<file path="src/rtl/gemm_pkg.sv">
// gemm_pkg: FSM states, accelerator register map and control/dimension field positions for the GEMM tile dispatcher
package gemm_pkg;
  typedef enum logic [2:0] {IDLE, POLL, WRITE, NEXT, DONE} state_t;
  localparam logic [4:0] OFS_A = 5'd0, OFS_B = 5'd4, OFS_C = 5'd8, OFS_A_STRIDE = 5'd12,
                         OFS_B_STRIDE = 5'd16, OFS_CTRL = 5'd20, OFS_DIM = 5'd24;
  localparam int CTRL_STORE = 0, CTRL_OVERWRITE = 1;
  localparam int DIM_M_LSB = 0, DIM_K_LSB = 5, DIM_N_LSB = 10;
  localparam int WRITE_BEATS = 7;
  function automatic logic [4:0] reg_ofs(input logic [2:0] beat);
    return beat == 3'd0 ? OFS_A : beat == 3'd1 ? OFS_B : beat == 3'd2 ? OFS_C :
           beat == 3'd3 ? OFS_A_STRIDE : beat == 3'd4 ? OFS_B_STRIDE : beat == 3'd5 ? OFS_CTRL : OFS_DIM;
  endfunction
  // stride * tile edge as a shift-and-add, so tile stepping never needs a multiplier
  function automatic logic [31:0] tile_scale(input logic [31:0] x, input logic [4:0] t);
    logic [31:0] acc;
    acc = '0;
    for (int i = 0; i < 5; i++) acc = acc + (t[i] ? x << i : 32'd0);
    return acc;
  endfunction
endpackage

</file>
<file path="src/rtl/gemm_tile_dispatcher_if.sv">
// gemm_tile_dispatcher_if: accelerator system bus; read data returns in the same cycle as the read request
interface gemm_tile_dispatcher_if;
  logic en, rdwr;
  logic [31:0] addr, wr_data, rd_data;
  modport master(output en, rdwr, addr, wr_data, input rd_data);
  modport slave(input en, rdwr, addr, wr_data, output rd_data);
endinterface

</file>
<file path="src/rtl/gemm_tile_counter.sv">
// gemm_tile_counter: tile origin, clipped tile size and last-tile flag for one matrix dimension
module gemm_tile_counter #(
  parameter int unsigned TILE = 16
) (
  input  logic        clk,
  input  logic        rst,
  input  logic        clr,
  input  logic        step,
  input  logic [15:0] dim,
  output logic [15:0] origin,
  output logic [4:0]  size,
  output logic        last
);
  logic [15:0] rem;
  always_comb begin
    rem = dim - origin;
    last = rem <= 16'(TILE);
    size = last ? rem[4:0] : 5'(TILE);
  end
  always_ff @(posedge clk or negedge rst)
    if (!rst) origin <= '0;
    else if (clr || (step && last)) origin <= '0;
    else if (step) origin <= origin + 16'(TILE);
endmodule

</file>
<file path="src/rtl/gemm_tile_dispatcher.sv">
// gemm_tile_dispatcher: walks a GEMM job tile by tile (m outer, n, k inner) and programs each tile into the accelerator.
// Defining GEMM_DISPATCH_PERF_EN adds a saturating count of busy poll cycles on poll_stall_cycles.
module gemm_tile_dispatcher
  import gemm_pkg::*;
#(
  parameter int unsigned TILE         = 16,
  parameter logic [31:0] BASE_ADDR    = 32'h9000_0000,
  parameter int unsigned C_TILE_BYTES = 1024
) (
  input  logic                          clk,
  input  logic                          rst,
  input  logic                          start,
  input  logic [31:0]                   a_base,
  input  logic [31:0]                   b_base,
  input  logic [31:0]                   c_base,
  input  logic [31:0]                   a_stride,
  input  logic [31:0]                   b_stride,
  input  logic [15:0]                   m_dim,
  input  logic [15:0]                   k_dim,
  input  logic [15:0]                   n_dim,
  gemm_tile_dispatcher_if.master        system_bus,
  output logic                          busy,
  output logic                          done,
  output logic                          err,
  output logic [31:0]                   poll_stall_cycles
);
  state_t state;
  logic [2:0] beat, beat_n;
  logic [15:0] m_q, k_q, n_q, k0, n0;
  logic [4:0] msize, ksize, nsize;
  logic m_last, k_last, n_last, accept, nx;
  logic [31:0] a_stride_q, b_stride_q, a_step, b_step, b_base_q, a_row, b_row, c_addr;
  logic [31:0] ctrl_word, dim_word, next_data, next_addr;
  assign accept = state == IDLE && start;
  assign nx = state == NEXT;
  gemm_tile_counter #(.TILE(TILE)) u_m (.clk(clk), .rst(rst), .clr(accept), .step(nx && k_last && n_last),
                                        .dim(m_q), .origin(), .size(msize), .last(m_last));
  gemm_tile_counter #(.TILE(TILE)) u_n (.clk(clk), .rst(rst), .clr(accept), .step(nx && k_last),
                                        .dim(n_q), .origin(n0), .size(nsize), .last(n_last));
  gemm_tile_counter #(.TILE(TILE)) u_k (.clk(clk), .rst(rst), .clr(accept), .step(nx),
                                        .dim(k_q), .origin(k0), .size(ksize), .last(k_last));
  // a_row tracks a_base+m0*a_stride, b_row tracks b_base+k0*b_stride, c_addr tracks the linear C tile slot
  always_ff @(posedge clk or negedge rst)
    if (!rst) begin
      {m_q, k_q, n_q} <= '0;
      {a_stride_q, b_stride_q, a_step, b_step, b_base_q, a_row, b_row, c_addr} <= '0;
    end else if (accept) begin
      {m_q, k_q, n_q} <= {m_dim, k_dim, n_dim};
      a_stride_q <= a_stride;
      b_stride_q <= b_stride;
      a_step <= tile_scale(a_stride, 5'(TILE));
      b_step <= tile_scale(b_stride, 5'(TILE));
      b_base_q <= b_base;
      a_row <= a_base;
      b_row <= b_base;
      c_addr <= c_base;
    end else if (nx) begin
      b_row <= k_last ? b_base_q : b_row + b_step;
      c_addr <= k_last ? c_addr + 32'(C_TILE_BYTES) : c_addr;
      a_row <= k_last && n_last ? a_row + a_step : a_row;
    end
  always_comb begin
    beat_n = state == POLL ? 3'd0 : beat + 3'd1;
    ctrl_word = '0;
    ctrl_word[CTRL_STORE] = k_last;
    ctrl_word[CTRL_OVERWRITE] = k0 == '0;
    dim_word = '0;
    dim_word[DIM_M_LSB +: 5] = msize;
    dim_word[DIM_K_LSB +: 5] = ksize;
    dim_word[DIM_N_LSB +: 5] = nsize;
    next_data = beat_n == 3'd0 ? a_row + {16'b0, k0} : beat_n == 3'd1 ? b_row + {16'b0, n0} :
                beat_n == 3'd2 ? c_addr : beat_n == 3'd3 ? a_stride_q : beat_n == 3'd4 ? b_stride_q :
                beat_n == 3'd5 ? ctrl_word : dim_word;
    next_addr = BASE_ADDR + {27'b0, reg_ofs(beat_n)};
  end
  always_ff @(posedge clk or negedge rst)
    if (!rst) begin
      state <= IDLE;
      beat <= '0;
      {busy, done, err} <= '0;
      {system_bus.en, system_bus.rdwr} <= '0;
      system_bus.addr <= '0;
      system_bus.wr_data <= '0;
    end else begin
      {done, err} <= '0;
      {system_bus.en, system_bus.rdwr} <= '0;
      system_bus.addr <= '0;
      system_bus.wr_data <= '0;
      case (state)
        IDLE: if (start) begin
          busy <= 1'b1;
          if (~|m_dim || ~|k_dim || ~|n_dim) begin
            state <= DONE;
            {done, err} <= 2'b11;
          end else begin
            state <= POLL;
            system_bus.en <= 1'b1;
            system_bus.addr <= BASE_ADDR;
          end
        end
        POLL: if (system_bus.rd_data[0]) begin
          system_bus.en <= 1'b1;
          system_bus.addr <= BASE_ADDR;
        end else begin
          state <= WRITE;
          beat <= '0;
          {system_bus.en, system_bus.rdwr} <= 2'b11;
          system_bus.addr <= next_addr;
          system_bus.wr_data <= next_data;
        end
        WRITE: if (beat == 3'(WRITE_BEATS - 1)) state <= NEXT;
        else begin
          beat <= beat_n;
          {system_bus.en, system_bus.rdwr} <= 2'b11;
          system_bus.addr <= next_addr;
          system_bus.wr_data <= next_data;
        end
        NEXT: if (m_last && n_last && k_last) begin
          state <= DONE;
          done <= 1'b1;
        end else begin
          state <= POLL;
          system_bus.en <= 1'b1;
          system_bus.addr <= BASE_ADDR;
        end
        DONE: begin
          state <= IDLE;
          busy <= 1'b0;
        end
        default: state <= IDLE;
      endcase
    end
`ifdef GEMM_DISPATCH_PERF_EN
  always_ff @(posedge clk or negedge rst)
    if (!rst) poll_stall_cycles <= '0;
    else if (accept) poll_stall_cycles <= '0;
    else if (state == POLL && system_bus.rd_data[0] && ~&poll_stall_cycles) poll_stall_cycles <= poll_stall_cycles + 32'd1;
`else
  assign poll_stall_cycles = '0;
`endif
endmodule

</file>
<file path="src/flat_wrapper.sv">
// flat-port wrapper written by rule: the top's interface ports become plain ports
module gemm_tile_dispatcher_flat import gemm_pkg::*;
#(
  parameter int unsigned TILE         = 16,
  parameter logic [31:0] BASE_ADDR    = 32'h9000_0000,
  parameter int unsigned C_TILE_BYTES = 1024
)
  (clk, rst, start, a_base, b_base, c_base, a_stride, b_stride, m_dim, k_dim, n_dim, busy, done, err, poll_stall_cycles, system_bus_en, system_bus_rdwr, system_bus_addr, system_bus_wr_data, system_bus_rd_data);
  gemm_tile_dispatcher_if system_bus_i ();
  input  logic clk;
  input  logic rst;
  input  logic start;
  input  logic [31:0] a_base;
  input  logic [31:0] b_base;
  input  logic [31:0] c_base;
  input  logic [31:0] a_stride;
  input  logic [31:0] b_stride;
  input  logic [15:0] m_dim;
  input  logic [15:0] k_dim;
  input  logic [15:0] n_dim;
  output logic busy;
  output logic done;
  output logic err;
  output logic [31:0] poll_stall_cycles;
  output wire logic [$bits(system_bus_i.en)-1:0] system_bus_en;
  output wire logic [$bits(system_bus_i.rdwr)-1:0] system_bus_rdwr;
  output wire logic [$bits(system_bus_i.addr)-1:0] system_bus_addr;
  output wire logic [$bits(system_bus_i.wr_data)-1:0] system_bus_wr_data;
  input wire logic [$bits(system_bus_i.rd_data)-1:0] system_bus_rd_data;
  assign system_bus_en = system_bus_i.en;
  assign system_bus_rdwr = system_bus_i.rdwr;
  assign system_bus_addr = system_bus_i.addr;
  assign system_bus_wr_data = system_bus_i.wr_data;
  assign system_bus_i.rd_data = system_bus_rd_data;
  gemm_tile_dispatcher #(.TILE(TILE), .BASE_ADDR(BASE_ADDR), .C_TILE_BYTES(C_TILE_BYTES)) u_core (.clk(clk), .rst(rst), .start(start), .a_base(a_base), .b_base(b_base), .c_base(c_base), .a_stride(a_stride), .b_stride(b_stride), .m_dim(m_dim), .k_dim(k_dim), .n_dim(n_dim), .system_bus(system_bus_i), .busy(busy), .done(done), .err(err), .poll_stall_cycles(poll_stall_cycles));
endmodule
</file>
<file path="config.mk">
export PLATFORM = sky130hd
export DESIGN_NAME = gemm_tile_dispatcher_flat
export DESIGN_NICKNAME = d
export VERILOG_FILES = /design/src/rtl/gemm_pkg.sv /design/src/rtl/gemm_tile_dispatcher_if.sv /design/src/rtl/gemm_tile_counter.sv /design/src/rtl/gemm_tile_dispatcher.sv /design/src/flat_wrapper.sv
export SDC_FILE = /design/constraint.sdc
export NUM_CORES = 1
export LEC_CHECK = 0
export ABC_AREA = 0
export BUFFER_PORTS_ARGS = -buffer_cell sky130_fd_sc_hd__buf_2
export CORE_UTILIZATION = 58
export CTS_CLUSTER_SIZE = 14
export DETAILED_ROUTE_END_ITERATION = 10
export PLACE_DENSITY = 0.82
export SLEW_MARGIN = 5
export SYNTH_ARGS = -nofsm -noshare
export SYNTH_HDL_FRONTEND = slang
export SYNTH_SLANG_ARGS = --single-unit
</file>
<file path="constraint.sdc">
create_clock -name clk -period 4.4 [get_ports clk]
set_input_delay 0 -clock clk [delete_from_list [all_inputs] [get_ports clk]]
set_output_delay 0 -clock clk [all_outputs]
set_load 0.005 [all_outputs]
</file>
==> results.py <==
metrics = {
    "run_status": {
        "status": "complete, no violations",
    },
    "flow_run": {
        "maxCapViolCount": 0,
    },
    "detailed_routing": {
        "drt_iter0_markers": 2381,
        "ant_nets": 0,
        "route.vias.total": 21669,
        "finalWirelength_um": 76000,
        "viasPerCell": 6.21,
        "wire_per_inst_um": 21.8,
        "drcViolationCount": 0,
        "dr.pass1.iters": 9,
    },
    "pwr": {
        "leakagePower_uw": 0.0125,
        "peakVddDrop_v": 0.000624,
        "powerDensity_mw_per_mm2": 756,
    },
    "timing": {
        "fmax_ghz": 0.239,
        "rsz0062_at_grt": "no",
        "finalHoldViolCount": 0,
        "fin_worst_skew_ps": 24.4,
        "drv_slew": 0,
        "min_period_ps": 4180,
        "slew_headroom_pct": 16.6,
        "tightest_slew_ps": 1250,
        "finalCritPeriodShare_pct": 94.9,
        "tns_ps": 0,
        "setup_violations": 0,
    },
    "clocking": {
        "clock-sinks": 322,
        "cts_buffers": 38,
        "clk_latency_ps": 570,
        "root_buffer": "clkbuf_16",
        "htreeDepth": 2,
        "clockBufferDepth": 3,
        "clkTransAtPathRegs_ps": 60,
        "postCtsSetupRepairBufs": 0,
        "cts_tree": "done",
    },
    "worst_setup_path": {
        "reg2reg_depth": 12,
        "crit_cells": 12,
        "crit_required_ps": 4800,
        "end_kind": "flop",
        "cp_top_family": "simple AND/OR/NAND/NOR gates",
        "reg2reg_from": "u_core.u_k.origin[5]",
        "critPathLaunchType": "flop",
        "crit_chain": "inv_1, ha_1, xor2_1, o41ai_1, or4b_1, nor4_1, and4b_1, buf_4, nand2_1, nor4_2, xnor2_1, o21ai_1",
        "crit_arrival_ps": 4580,
        "r2r_setup_slack_ps": 220,
        "path_class": "reg -> reg",
        "worst_path_largest_cell_delay_ps": 580,
        "path_buf_inv": 2,
        "slowest_stage": "o41ai_1",
        "crit_fanout": 11,
        "r2r-end": "u_core.c_addr[26]",
    },
    "yosys": {
        "syn_area_per_cell_um2": 8.21,
        "synthCells": 2561,
        "synth_area_mm2": 0.0210,
        "ys_ff_latch": 322,
        "ys.flop_type": "dfrtp_1",
        "synth_async_sr_flop_share_pct": 100,
        "synth_edf_count": 0,
        "ys_seq_area_share_pct": 38.3,
        "yosysWarnings": 0,
        "ys_types": 83,
    },
    "floorplan": {
        "core_mm2": 0.0356,
        "die-height_um": 192,
        "dieArea_mm2": 0.0370,
        "rows": 69,
        "die_w_um": 192,
        "start_util_pct": 59.1,
        "io-pin-count": 344,
    },
    "global_routing": {
        "grt.busiest_layer": "met2",
        "globalRouteOverflowTotal": 0,
        "use_met1_pct": 49.2,
        "use_met2_pct": 66.0,
        "grt_start_max_net_pins": 133,
        "antenna_found_initial": 2,
        "grt_pass1_wl_um": 116000,
        "grt_pass1_vias": 21152,
        "track_usage_pct": 40.7,
        "met3_usage_pct": 6.96,
    },
    "final_layout": {
        "mostFrequentLayoutCells": "nand2_1, dfrtp_1, buf_2",
        "fin_nets": 3365,
        "final_cell_area_mm2": 0.0260,
        "final_common_cell": "nand2_1",
        "fillers": 2574,
        "drive_above_1_share_pct": 12.7,
        "area_growth_pct": 23.8,
    },
    "min_path": {
        "hold_start": "a_stride[0]",
        "whs_endpoint": "u_core.a_stride_q[0]",
        "hold_class": "in -> reg",
        "min_path_cells": 4,
    },
    "placement": {
        "place_area_mm2": 0.0225,
        "finalWeightedCongestion": 0.984,
        "dp_hpwl_um": 51100,
        "port_buffers": 253,
    },
}
[cells in the mapped netlist (7+ instances only)]
cell | instances | area share (%)
nor4_2 | 7 | 0.42
dfrtp_1 | 322 | 38
nor2b_1 | 15 | 0.45
o221ai_1 | 10 | 0.42
o211ai_1 | 22 | 0.79
nand3_1 | 69 | 1.6
mux2i_1 | 11 | 0.52
buf_2 | 8 | 0.19
a21o_1 | 42 | 1.5
clkbuf_1 | 91 | 1.6
or3_1 | 16 | 0.48
a21oi_1 | 146 | 3.5
o21ai_0 | 176 | 4.2
a211o_1 | 8 | 0.33
xnor2_1 | 85 | 3.5
nor3_1 | 29 | 0.69
nor4_1 | 30 | 0.89
o22ai_1 | 17 | 0.51
ha_1 | 124 | 7.4
o21ai_1 | 20 | 0.48
o31ai_1 | 9 | 0.32
nand2_1 | 654 | 12
a31oi_1 | 27 | 0.80
o2111ai_1 | 10 | 0.42
a221oi_1 | 14 | 0.58
a211oi_1 | 15 | 0.54
o21bai_1 | 10 | 0.36
inv_1 | 85 | 1.5
a222oi_1 | 11 | 0.52
buf_4 | 64 | 2.3
o21a_1 | 15 | 0.54
nand4_1 | 27 | 0.80
and2_1 | 13 | 0.39
xor2_1 | 65 | 2.7
nand2b_1 | 13 | 0.39
nor2_1 | 147 | 2.6
and3_1 | 23 | 0.68
[worst max-delay path by stage]
stage                    startpoint                    end  slack [ps]
2_1_floorplan  u_core.u_k.origin[4]  u_core.u_n.origin[11]        1110
3_3_place_gp   u_core.u_k.origin[5]      u_core.c_addr[31]         490
3_5_place_dp   u_core.u_k.origin[5]      u_core.c_addr[31]         300
4_1_cts        u_core.u_k.origin[4]      u_core.c_addr[31]         280
5_1_grt        u_core.u_k.origin[4]      u_core.c_addr[31]          20
6_report       u_core.u_k.origin[5]      u_core.c_addr[26]         220
[stage by stage]
stage                     hold slack (ps)  std cells  total power (uW)  util (%)  setup WS (ps)
after floorplan                      -296       2624             12500         -           1110
after global placement                188       3205             15200      63.3            487
after detailed placement              195       3205             15600      63.3            299
after CTS                             137       3486             19200      73.1            277
after global routing                  181       3487             20800      73.1           22.4
final                                 164       3488             19700      73.1            222
[where the power goes]
group          internal [uW]  switching (uW)  total, uW  leakage, uW
Clock                   2070            1330       3410     0.000664
Sequential              4160            1500       5660      0.00406
Combinational           4160            6430      10600      0.00779
[flip-flops by register name (all words and copies together), names as in the netlist, 3 cells and up]
name                       cells
u_core.a_row                  32
u_core.a_stride_q             32
u_core.b_base_q               32
u_core.b_row                  32
u_core.b_stride_q             32
u_core.c_addr                 32
u_core.system_bus.wr_data     32
u_core.k_q                    16
u_core.m_q                    16
u_core.n_q                    16
u_core.u_k.origin             12
u_core.u_m.origin             12
u_core.u_n.origin             12
u_core.system_bus.addr         4
u_core.beat                    3
u_core.state                   3
[routing by layer]
metal	vias to the layer above	part of all wire, %
met5	-	0
met4	0	7.7
met3	357	8.8
met2	1316	46
met1	10299	38
li1	9697	-
[what timing repair did]
action,CTS,global route
resized for setup,0,1
hold buffers,212,0
hold endpoints to repair,373,0
setup endpoints to repair,0,1
[cell families after synthesis]
kind of cell    after synthesis  synth area share, %
simple gates               1078                 22.7
other cells                   2               0.0357
xor+xnor                    150                 6.25
flops                       322                 38.3
mux                          11                0.524
fa+ha+maj                   127                 7.62
buf+inv                     255                 5.82
compound gates              616                 18.7
[worst reg2reg max path: stages, from the launching register on]
cell	delay, ps
dfrtp_1	400
inv_1	100
ha_1	350
xor2_1	160
o41ai_1	580
or4b_1	490
nor4_1	370
and4b_1	360
buf_4	200
nand2_1	330
nor4_2	420
xnor2_1	160
o21ai_1	70
[area by class of cell]
cell class,instances,area (um^2),share of cell area [%]
Multi-Input combinational cell,2047,12000,46.1
Sequential cell,322,8060,31.0
Timing Repair Buffer,501,3710,14.2
Clock buffer,58,1210,4.65
Tap cell,461,577,2.22
Inverter,86,323,1.24
Clock inverter,11,139,0.534
Antenna cell,2,5.00,0.0192
(Power assumes the default switching activity.)
